### src/rtl/mc_control.sv
// Multi-cycle control unit for a small RV32I subset: fetch/decode/execute/memory/writeback
// sequencing, immediate generation and program-counter update.
module mc_control #(
    parameter logic [31:0] RESET_PC = 32'h0000_0000
) (
    input  logic        clk,
    input  logic        rst_n,
    input  logic [31:0] instr,
    input  logic        instr_valid,
    input  logic        alu_zero,
    input  logic        dmem_ready,
    output logic        instr_req,
    output logic [31:0] pc,
    output logic [4:0]  rs1,
    output logic [4:0]  rs2,
    output logic [4:0]  rd,
    output logic [31:0] imm,
    output logic [2:0]  alu_ctrl,
    output logic        alu_src_imm,
    output logic        mem_re,
    output logic        mem_we,
    output logic        reg_we,
    output logic        wb_sel_mem,
    output logic        illegal,
    output logic [2:0]  state
);

    typedef enum logic [2:0] {
        S_FETCH, S_DECODE, S_EXEC, S_MEM, S_WB, S_TRAP
    } state_t;

    typedef enum logic [3:0] {
        OP_ADD, OP_SUB, OP_XOR, OP_SLL, OP_ADDI, OP_LW, OP_SW, OP_BNE, OP_BAD
    } op_t;

    localparam logic [6:0] OPC_R      = 7'b0110011;
    localparam logic [6:0] OPC_I      = 7'b0010011;
    localparam logic [6:0] OPC_LOAD   = 7'b0000011;
    localparam logic [6:0] OPC_STORE  = 7'b0100011;
    localparam logic [6:0] OPC_BRANCH = 7'b1100011;

    state_t      state_q, state_d;
    logic [31:0] ir;
    logic [31:0] pc_d;
    logic        started;
    op_t         op;
    logic [2:0]  alu_sel;
    logic [6:0]  opcode;
    logic [6:0]  funct7;
    logic [2:0]  funct3;

    assign opcode = ir[6:0];
    assign funct3 = ir[14:12];
    assign funct7 = ir[31:25];
    assign rd     = ir[11:7];
    assign rs1    = ir[19:15];
    assign rs2    = ir[24:20];
    assign state  = state_q;

    always_comb begin
        op = OP_BAD;
        case (opcode)
            OPC_R: begin
                if (funct7 == 7'b0000000) begin
                    case (funct3)
                        3'b000:  op = OP_ADD;
                        3'b100:  op = OP_XOR;
                        3'b001:  op = OP_SLL;
                        default: op = OP_BAD;
                    endcase
                end else if (funct7 == 7'b0100000 && funct3 == 3'b000) begin
                    op = OP_SUB;
                end
            end
            OPC_I:      if (funct3 == 3'b000) op = OP_ADDI;
            OPC_LOAD:   if (funct3 == 3'b010) op = OP_LW;
            OPC_STORE:  if (funct3 == 3'b010) op = OP_SW;
            OPC_BRANCH: if (funct3 == 3'b001) op = OP_BNE;
            default:    op = OP_BAD;
        endcase
    end

    always_comb begin
        imm = 32'h0;
        case (opcode)
            OPC_I, OPC_LOAD: imm = {{20{ir[31]}}, ir[31:20]};
            OPC_STORE:       imm = {{20{ir[31]}}, ir[31:25], ir[11:7]};
            OPC_BRANCH:      imm = {{19{ir[31]}}, ir[31], ir[7], ir[30:25], ir[11:8], 1'b0};
            default:         imm = 32'h0;
        endcase
    end

    always_comb begin
        alu_sel = 3'd0;
        case (op)
            OP_SUB:  alu_sel = 3'd1;
            OP_XOR:  alu_sel = 3'd2;
            OP_SLL:  alu_sel = 3'd3;
            OP_BNE:  alu_sel = 3'd4;
            default: alu_sel = 3'd0;
        endcase
    end

    // IR is stable from DECODE to the return to FETCH, so the ALU controls
    // derived from it naturally hold through MEM and WB.
    always_comb begin
        state_d     = state_q;
        pc_d        = pc;
        instr_req   = 1'b0;
        mem_re      = 1'b0;
        mem_we      = 1'b0;
        reg_we      = 1'b0;
        wb_sel_mem  = 1'b0;
        alu_ctrl    = 3'd0;
        alu_src_imm = 1'b0;
        case (state_q)
            S_FETCH: begin
                instr_req = started;
                if (started && instr_valid) state_d = S_DECODE;
            end
            S_DECODE: state_d = (op == OP_BAD) ? S_TRAP : S_EXEC;
            S_EXEC, S_MEM, S_WB: begin
                alu_ctrl    = alu_sel;
                alu_src_imm = (op == OP_ADDI) || (op == OP_LW) || (op == OP_SW);
                if (state_q == S_EXEC) begin
                    if (op == OP_LW || op == OP_SW) begin
                        state_d = S_MEM;
                    end else if (op == OP_BNE) begin
                        state_d = S_FETCH;
                        pc_d    = alu_zero ? pc + 32'd4 : pc + imm;
                    end else begin
                        state_d = S_WB;
                    end
                end else if (state_q == S_MEM) begin
                    mem_re = (op == OP_LW);
                    mem_we = (op == OP_SW);
                    if (dmem_ready) begin
                        if (op == OP_LW) begin
                            state_d = S_WB;
                        end else begin
                            state_d = S_FETCH;
                            pc_d    = pc + 32'd4;
                        end
                    end
                end else begin
                    reg_we     = 1'b1;
                    wb_sel_mem = (op == OP_LW);
                    pc_d       = pc + 32'd4;
                    state_d    = S_FETCH;
                end
            end
            S_TRAP:  state_d = S_TRAP;
            default: state_d = S_TRAP;
        endcase
    end

    assign illegal = (state_q == S_TRAP);

    // started keeps instr_req low while reset is held and for the release cycle.
    always_ff @(posedge clk or negedge rst_n) begin
        if (!rst_n) begin
            state_q <= S_FETCH;
            pc      <= RESET_PC;
            ir      <= 32'h0;
            started <= 1'b0;
        end else begin
            state_q <= state_d;
            pc      <= pc_d;
            started <= 1'b1;
            if (state_q == S_FETCH && started && instr_valid) ir <= instr;
        end
    end

endmodule

### config.mk
export PLATFORM = sky130hd
export DESIGN_NAME = mc_control
export DESIGN_NICKNAME = d
export VERILOG_FILES = /design/src/rtl/mc_control.sv
export SDC_FILE = /design/constraint.sdc
export NUM_CORES = 1
export LEC_CHECK = 0
export ABC_AREA = 1
export BUFFER_PORTS_ARGS = -buffer_cell sky130_fd_sc_hd__buf_2
export CAP_MARGIN = 20
export CORE_MARGIN = 2
export CORE_UTILIZATION = 60
export CTS_CLUSTER_DIAMETER = 200
export CTS_CLUSTER_SIZE = 20
export DETAILED_ROUTE_END_ITERATION = 12
export GPL_TIMING_DRIVEN = 0
export PLACE_DENSITY = 0.85
export SETUP_SLACK_MARGIN = 0.4
export SLEW_MARGIN = 20
export SYNTH_ARGS = -nofsm -noshare
export SYNTH_HDL_FRONTEND = slang
export SYNTH_SLANG_ARGS = --single-unit
export TNS_END_PERCENT = 20
### constraint.sdc
create_clock -name clk -period 6.1 [get_ports clk]
set_input_delay 0.915 -clock clk [delete_from_list [all_inputs] [get_ports clk]]
set_output_delay 0.915 -clock clk [all_outputs]
set_load 0.05 [all_outputs]
* After elaboration in Yosys (flattened, before gate mapping)
Cells that the tools add are included.
Word-level totals: register bits 68, input bits 37, output and inout port bits 92, word-level logic and storage cells 89
Operators by class: add/sub/neg operators 2, equal/unequal tests 28, multiplexer cells 41, reduce and logical (&&, ||, !) cells 14
Operator list (count):
- 32-bit two-way mux | 7
- 32-bit case mux with 3 select lines | 1
- 32-bit by 3-bit adder with 32-bit output (second input constant) | 1
- 32-bit adder | 1
- 3-bit two-way mux | 9
- 4-bit two-way mux | 6
- 7-bit by 6-bit == test with 1-bit output (second input constant) | 3
- 4-bit case mux with 5 select lines | 1
- 4-bit by 3-bit == test with 1-bit output (second input constant) | 4
- 1-bit two-way mux | 14
- 3-bit case mux with 4 select lines | 1
- 4-bit case mux with 3 select lines | 1
- 3-bit by 2-bit == test with 1-bit output (second input constant) | 3
- 3-bit == test (second input constant) | 3
- 3-bit case mux with 3 select lines | 1
- 4-bit by 2-bit == test with 1-bit output (second input constant) | 2
- 7-bit by 2-bit == test with 1-bit output (second input constant) | 1
- 7-bit by 5-bit == test with 1-bit output (second input constant) | 1
- 7-bit == test (second input constant) | 1
- 7-bit zero test | 1
- 3-bit by 1-bit == test with 1-bit output (second input constant) | 2
- 3-bit zero test | 2
- 3-bit != test (second input constant) | 2
- 5-bit AND reduction | 1
- other kinds (10) | 16

* Depth between registers and ports, before layout
Gate-level depths: netlist of run 1.
depth in word-level cells 11, mapped depth 22, depth with buffers taken out 22

* Least setup slack after synthesis of run 1
OpenSTA, ideal clock, no wires.
path kind reg-to-reg, start register ir[3], end register pc[20], library setup time 0.121 ns, arrival time 3.798 ns, required time 5.979 ns, path slack 2.181 ns, stages on the path, launching flop included 18, buffers on the path 0, period minus slack after synthesis 3.919 ns, path through dfrtp_1 nor3_4 nand3_1 o21ai_0 ha_1 fa_1 nand2_1 a21oi_1 nand4_1 nand2_1 nand2_1 nand2_1 inv_1 o21ai_2 nand2_1 a21oi_1 nand3b_1 a21boi_1
Between the ends: longest elaborated chain between the ends 8, elaborated cells between the ends (all ways) 21, those cells by class 1 x add/sub; 11 x eq/ne; 6 x mux; 3 x reduce/logical
RTL lines:
- start, declared | line 43 | logic [31:0] ir;
- start signal, assigned | line 170 | if (state_q == S_FETCH && started && instr_valid) ir <= instr;
- 7-bit by 5-bit == test with 1-bit output / 7-bit by 2-bit == test with 1-bit output (equally long branches) | line 85 | case (opcode)
- 2-bit OR reduction | line 85
- 32-bit case mux with 3 select lines (*) | line 85
- via imm[0] | line 17 | output logic [31:0] imm,
- 32-bit adder (*) | line 130 | pc_d = alu_zero ? pc + 32'd4 : pc + imm;
- 32-bit two-way mux (*) | line 130
- 32-bit two-way mux (*) | line 128 | end else if (op == OP_BNE) begin
- 32-bit two-way mux (*) | line 126 | if (op == OP_LW || op == OP_SW) begin
- 32-bit two-way mux (*) | line 125 | if (state_q == S_EXEC) begin
- end signal, assigned | line 168 | pc <= pc_d;
- end, declared | line 13 | output logic [31:0] pc,
The timed path passes the listed nets; every way through them passes the cells marked *. The select of a mux whose other input is x is not followed. A chain may end at the register's enable or synchronous reset.

* Final worst setup path of run 1
start register ir[31], end output port alu_ctrl[0]
Between the ends: longest elaborated chain between the ends 8, elaborated cells between the ends (all ways) 12, those cells by class 5 x eq/ne; 5 x mux; 2 x reduce/logical
RTL lines:
- 7-bit by 6-bit == test with 1-bit output | line 71 | end else if (funct7 == 7'b0100000 && funct3 == 3'b000) begin
- 1-bit logical AND | line 71
- 4-bit two-way mux | line 71
- 4-bit two-way mux (*) | line 64 | if (funct7 == 7'b0000000) begin
- 4-bit case mux with 5 select lines (*) | line 62 | case (opcode)
- 4-bit by 3-bit == test with 1-bit output (tied with other cells) | line 95 | case (op)
- 3-bit case mux with 4 select lines (*) | line 95
- 3-bit two-way mux (*) | line 116 | case (state_q)
- end, declared | line 18 | output logic [2:0] alu_ctrl,
Every way passes the cells marked *; elsewhere a longest branch is shown, timed or not.

==> impl_metrics.json, run 1 <==
{
  "root_buffer": "clkbuf_8",
  "final_area_um2": 7240,
  "die_w_um": 106,
  "core_um2": 10200,
  "syn-instance-count": 913,
  "numCtsBuffers": 9,
  "period_share_pct": 60.5,
  "fin_crit_ns": 3.69,
  "track_usage_pct": 34.1,
  "antenna_found_initial": 0,
  "finalHoldViolations": 0,
  "leakage_nw": 3.74,
  "max-vdd-ir-drop_uv": 385,
  "clkLatencyLatePin_ns": 0.36,
  "synth_top_area_cell": "dfrtp_1",
  "syn2layout_area_growth_pct": 16.8,
  "synthesis.area_um2": 6200,
  "grt_max_degree": 50,
  "rsz0062_at_grt": "no",
  "drtIter0Drc": 488,
  "gp_congestion": 0.965,
  "max_freq_mhz": 271,
  "worst_pin_slew_ns": 0.824,
  "synth_async_sr_flop_share_pct": 100,
  "fin_skew_ns": 0.0103,
  "synth.top_cell.area_share_pct": 27.5,
  "dieArea_um2": 11200,
  "synthTopCellsByCount": "nand2_1 (202), inv_1 (113), nor2_1 (89), dfrtp_1 (68), nand3_1 (64)",
  "initial_utilization_pct": 60.9,
  "post_route_cells_drive_above_1_share_pct": 24.9,
  "cts_tree": "built",
  "overflow": 0,
  "hpwl_um": 14100,
  "h-tree-depth": 3,
  "synth.most_common_cell": "nand2_1",
  "grt_pass1_wl_um": 30500,
  "max-cap-violations": 0,
  "wirelength_um": 18600,
  "post_cts_buffers": 0,
  "cp.arrival_ns": 2.78,
  "fp.dieH_um": 106,
  "rows": 37,
  "synth-seq-area-share_pct": 27.5,
  "power.density_nw_per_um2": 385,
  "fill_cells": 915,
  "tns_ns": 0,
  "clockBufferDepth": 2,
  "slew_violations": 0,
  "synth_nets": 964,
  "io_pins": 129,
  "ys_seq_elements": 68,
  "clkTransAtPathRegs_ns": 0.09,
  "n_antenna_cell": 0,
  "clock_sinks": 68,
  "io_buffer_count": 128,
  "final_nets": 1104,
  "synth_area_leaders": "dfrtp_1 (27%), nand2_1 (12%), inv_1 (6.8%), nor2_1 (5.4%), nand3_1 (5.2%)",
  "synth_edf_count": 0,
  "place_area_um2": 7040,
  "cp_max_fo": 10,
  "ctsResizeCount": 0,
  "setup.worst_path.class": "register to output port",
  "endpoint_kind": "output port",
  "yosys_warnings": 0,
  "drcViolationCount": 0,
  "cts_hold_buf": 0,
  "avgSynthCellArea_um2": 6.79,
  "wl_per_cell_um": 15.5,
  "synthDistinctLibCells": 53,
  "required_ns": 5.18,
  "status": "finished, final reports clean",
  "ant_nets": 0,
  "relSlewSlack_pct": 44.3,
  "via_per_inst": 5.58,
  "startpoint_type": "register",
  "setup_viol": 0,
  "drtPass1Iterations": 8,
  "ys_dominant_reg_cell": "dfrtp_1",
  "grt_pass1_vias": 6388,
  "vias": 6662,
  "hp-class": "input pin to async pin"
}
worst paths after layout:
kind | start | to | depth (start not counted) | slack (ns)
worst max-delay path | ir[31] | alu_ctrl[0] | 11 | 2.41
worst min-delay path | rst_n | pc[14] | 1 | 0.43
worst max register to register | ir[3] | pc[20] | 17 | 2.55
worst min register to register | ir[18] | ir[18] | 1 | 0.51
max in group asynchronous | rst_n | ir[26] | 2 | 5.12
min in group clk | ir[18] | ir[18] | 1 | 0.51
cell usage in the layout (no fill, tap or decap), types with 4 or more instances in the layout:
cell / Yosys / final
inv_1: 113 / 113
a21oi_1: 41 / 41
nor3_1: 22 / 22
o21ai_0: 60 / 60
nand3b_1: 6 / 6
a32o_1: 4 / 4
xnor2_1: 4 / 4
nand2_1: 202 / 202
dfrtp_1: 68 / 68
o41ai_1: 16 / 16
nor2_2: 8 / 8
o211ai_1: 4 / 4
xor2_1: 19 / 19
o21ai_1: 6 / 6
o22ai_1: 4 / 4
nor2_1: 89 / 89
ha_1: 13 / 13
clkbuf_1: 19 / 20
o21bai_1: 4 / 4
nand2_2: 8 / 8
clkbuf_8: 0 / 10
buf_4: 37 / 38
nand2_4: 9 / 9
buf_2: 11 / 138
nand3_1: 64 / 64
mux2_2: 23 / 23
nand4_1: 16 / 16
nor2_4: 6 / 6
cell families (layout without fill, tap and decap cells):
| logic type | after synthesis | after routing | synth area share (%) |
|---|---|---|---|
| flip-flops | 68 | 68 | 27.5 |
| XOR/XNOR | 23 | 23 | 3.25 |
| AO/OA/AOI/OAI | 156 | 156 | 15.1 |
| multiplexers | 24 | 24 | 4.34 |
| adder cells (fa/ha/maj) | 14 | 14 | 2.95 |
| other | 1 | 1 | 0.0605 |
| AND/OR/NAND/NOR | 440 | 440 | 32.7 |
| buffers and inverters | 187 | 332 | 14.1 |
layer usage:
layer / track usage (%) / part of all wire [%]
met5: 0 / 0
met4: 15.4 / 3.6
met3: 6.18 / 9.0
met2: 56.1 / 46
met1: 43.7 / 41
sequential cells by signal, summed over array words and instances (netlist names):
signal and count:
started 1, ir 32, pc 32, state 3
where the power goes:
part           internal, mW  switching (mW)
logic                 0.472            1.13
registers             0.615           0.161
clock network         0.202           0.205
total                  1.29            1.50
critical path, stage by stage, from the launching register on:
cell	delay [ns]
dfrtp_1	0.44
clkbuf_1	0.27
buf_2	0.28
nor3_1	0.36
nand2_1	0.10
nor2_1	0.10
nand2_1	0.07
nand3_1	0.07
nand3_1	0.11
nand3b_1	0.21
nor2_1	0.12
buf_2	0.28
area by class of cell:
cell class	instances	area [um^2]	area share, %
buffer	70	432	5.96
sequential	68	1700	23.5
multi-input combinational	658	3620	50.0
timing repair buffer	129	671	9.26
inverter	117	442	6.10
tap	136	170	2.35
clock inverter	5	60.1	0.829
clock buffer	11	141	1.95
stage by stage:
stage / util, % / std cells / power (mW) / hold WS [ns] / worst slack, ns
CTS: 71.1 / 1194 / 2.77 / 0.440 / 2.42
floorplan: - / 913 / 1.99 / 0.479 / 2.18
finish: 71.1 / 1194 / 2.79 / 0.430 / 2.41
global placement: 68.8 / 1177 / 2.34 / 0.485 / 2.66
global route: 71.1 / 1194 / 2.95 / 0.440 / 2.18
detailed placement: 69.1 / 1178 / 2.37 / 0.494 / 2.65
No activity file was read; power rests on OpenSTA's default activity.
==> inputs of run 2 (changes only) <==
ABC_AREA = 0   (was 1)
CORE_UTILIZATION = 55   (was 60)
PLACE_DENSITY = 0.8   (was 0.85)
clock period = 3.5 ns   (was 6.1 ns; I/O delays follow)
==> run 2 against run 1 <==
- the run now ends with setup timing left
- power up 72%
- worst setup slack worse by 2.5 ns
- flip-flop and latch count unchanged
- clock power up 79%
- first-iteration DRC count up 3.7%
- die area down 3.7%
- critical path depth up 6
- combinational power up 69%
- final cell count down 20%
- register-to-register slack worse by 2.7 ns
- worst hold slack worse by 0.36 ns
==> impl_metrics.json, run 2 <==
{
  "rsz0062_at_grt": "yes",
  "synth.most_common_cell": "dfrtp_1",
  "fin_crit_ns": 3.62,
  "numCtsBuffers": 9,
  "worst_pin_slew_ns": 1.06,
  "final_nets": 868,
  "ys_seq_elements": 68,
  "max_freq_mhz": 277,
  "track_usage_pct": 35.2,
  "max-vdd-ir-drop_uv": 679,
  "syn-instance-count": 646,
  "wirelength_um": 20000,
  "cp.arrival_ns": 3.86,
  "grt_max_degree": 40,
  "cts_tree": "built",
  "synth_area_leaders": "dfrtp_1 (31%), mux2_2 (6.6%), buf_4 (5.4%), nand2_1 (3.7%), nor2_1 (3.6%)",
  "clockBufferDepth": 2,
  "required_ns": 3.75,
  "synthDistinctLibCells": 86,
  "drtPass1Iterations": 5,
  "syn2layout_area_growth_pct": 36.2,
  "finalHoldViolations": 0,
  "yosys_warnings": 0,
  "drcViolationCount": 0,
  "synthesis.area_um2": 5460,
  "p_comb_share_pct": 56.7,
  "setup_viol": 8,
  "final_area_um2": 7440,
  "avgSynthCellArea_um2": 8.45,
  "synth.top_cell.area_share_pct": 31.2,
  "clkLatencyLatePin_ns": 0.37,
  "vias": 6175,
  "leakage_nw": 3.34,
  "antenna_found_initial": 0,
  "p_int_mw": 2.37,
  "via_per_inst": 6.47,
  "switching_power_mw": 2.44,
  "ant_nets": 0,
  "overflow": 0,
  "drtIter0Drc": 506,
  "wl_per_cell_um": 20.9,
  "ys_dominant_reg_cell": "dfrtp_1",
  "root_buffer": "clkbuf_8",
  "fin_util_pct": 76.8,
  "synthTopCellsByCount": "dfrtp_1 (68), nand2_1 (54), nor2_1 (52), buf_4 (39), nand3_1 (37)",
  "place_area_um2": 6540,
  "clkTransAtPathRegs_ns": 0.10,
  "setup_ws_ns": -0.116,
  "setup.worst_path.class": "register to register",
  "cts_hold_buf": 0,
  "p_sw_share_pct": 50.8,
  "slew_violations": 0,
  "layout_common_cells": "buf_2 (130), dfrtp_1 (67), buf_4 (59)",
  "hp-class": "input pin to async pin",
  "p_seq_share_pct": 28.2,
  "io_buffer_count": 128,
  "status": "complete, but fails checks",
  "post_route_cells_drive_above_1_share_pct": 44.2,
  "period_share_pct": 103,
  "dieArea_um2": 10700,
  "h-tree-depth": 3,
  "clock_sinks": 68,
  "io_pins": 129,
  "max-cap-violations": 0,
  "initial_utilization_pct": 56.4,
  "synth_nets": 697,
  "gp_congestion": 1.00,
  "rows": 36,
  "synth-seq-area-share_pct": 31.2,
  "synth_edf_count": 0,
  "core_um2": 9680,
  "power.density_nw_per_um2": 646,
  "grt_pass1_vias": 5853,
  "grt_pass1_wl_um": 30400,
  "pwr-share-clk_pct": 15.2,
  "cp_max_fo": 6,
  "fp.dieH_um": 104,
  "startpoint_type": "register",
  "n_antenna_cell": 0,
  "synth_async_sr_flop_share_pct": 100,
  "endpoint_kind": "register",
  "failed_checks": "setup timing",
  "pre_cts_ws_ns": -0.534,
  "relSlewSlack_pct": 29.1,
  "die_w_um": 104,
  "fin_skew_ns": 0.0201,
  "hpwl_um": 13700,
  "synth_top_area_cell": "dfrtp_1",
  "layout_commonest_cell": "buf_2"
}
[run 2: cell types whose count changed after synthesis, moves of 9 or more]
| cell | change |
|---|---|
| mux2_2 | +9 |
| a31oi_1 | +14 |
| and2_1 | +14 |
| and3_1 | +11 |
| nand2_1 | -148 |
| o21ai_0 | -33 |
| nand3_1 | -27 |
| nand2_4 | -9 |
| nor2_1 | -37 |
| o41ai_1 | -15 |
| nor3_1 | +10 |
| inv_1 | -106 |
[run 2: cell families after synthesis]
kind of cell	share of synthesized area, %
adder cells (fa/ha/maj)	3.34
AO/OA/AOI/OAI	18.3
flip-flops	31.2
other	0.0687
XOR/XNOR	4.17
buffers and inverters	8.57
multiplexers	7.33
AND/OR/NAND/NOR	27.1
[run 2: layer usage]
metal / up-vias / wire length, um / track usage (%)
met1: 2962 / 7640 / 45.1
li1: 2692 / - / -
met4: 0 / 1070 / 16.3
met3: 114 / 1870 / 7.11
met2: 407 / 9400 / 57.6
met5: - / 0 / 0
[run 2: cell type report]
cell class / instances / area [um^2]
sequential: 68 / 1700
clock buffer: 9 / 124
inverter: 8 / 30.0
clock inverter: 7 / 82.6
buffer: 72 / 459
tap: 133 / 166
fill: 695 / 2250
timing repair buffer: 160 / 962
multi-input combinational: 498 / 3910
[run 2: repair_timing]
item	CTS	global route
gates resized for setup	53	45
setup buffers	19	12
endpoints found under the setup margin	46	46
pin swaps	30	30
[run 2: stage by stage]
step | power, mW | std cells | hold WS (ns) | setup TNS, ns
floorplan | 3.15 | 646 | 0.229 | 0
global placement | 3.63 | 907 | 0.451 | -1.34
detailed placement | 3.73 | 908 | 0.478 | -1.59
CTS | 4.61 | 943 | 0.0915 | -0.0273
global route | 5.01 | 955 | 0.111 | -1.41
finish | 4.81 | 955 | 0.0722 | -0.437
[run 2: worst max-delay path: stages (launching register included)]
cell and delay, ns:
dfrtp_1 0.40, and4bb_4 0.36, buf_6 0.11, and2_4 0.18, or2_0 0.13, clkbuf_8 0.16
and2_4 0.16, ha_4 0.21, a21oi_4 0.21, o211ai_1 0.23, a311oi_4 0.36, nand3_2 0.20
buf_6 0.16, buf_6 0.10, buf_6 0.11, nor4_4 0.21, a31oi_2 0.07, xnor2_1 0.15
[run 2: final timing paths]
| path | startpoint | to | slack, ns | depth (start not counted) |
|---|---|---|---|---|
| hold / removal | rst_n | started | 0.07 | 1 |
| setup reg to reg | ir[3] | pc[28] | -0.12 | 17 |
| hold reg to reg | pc[31] | pc[31] | 0.49 | 1 |
| setup / recovery | ir[3] | pc[28] | -0.12 | 17 |
| min in group clk | instr[14] | ir[14] | 0.38 | 2 |
| max in group asynchronous | rst_n | ir[5] | 2.84 | 2 |
[run 2: power by group through the flow]
stage	Sequential (mW)	Combinational [mW]	Clock (mW)
4_1_cts	1.33	2.55	0.726
3_3_place_gp	1.31	2.32	0
5_1_grt	1.39	2.87	0.755
2_1_floorplan	1.46	1.69	0
3_5_place_dp	1.33	2.40	0
6_report	1.35	2.72	0.729
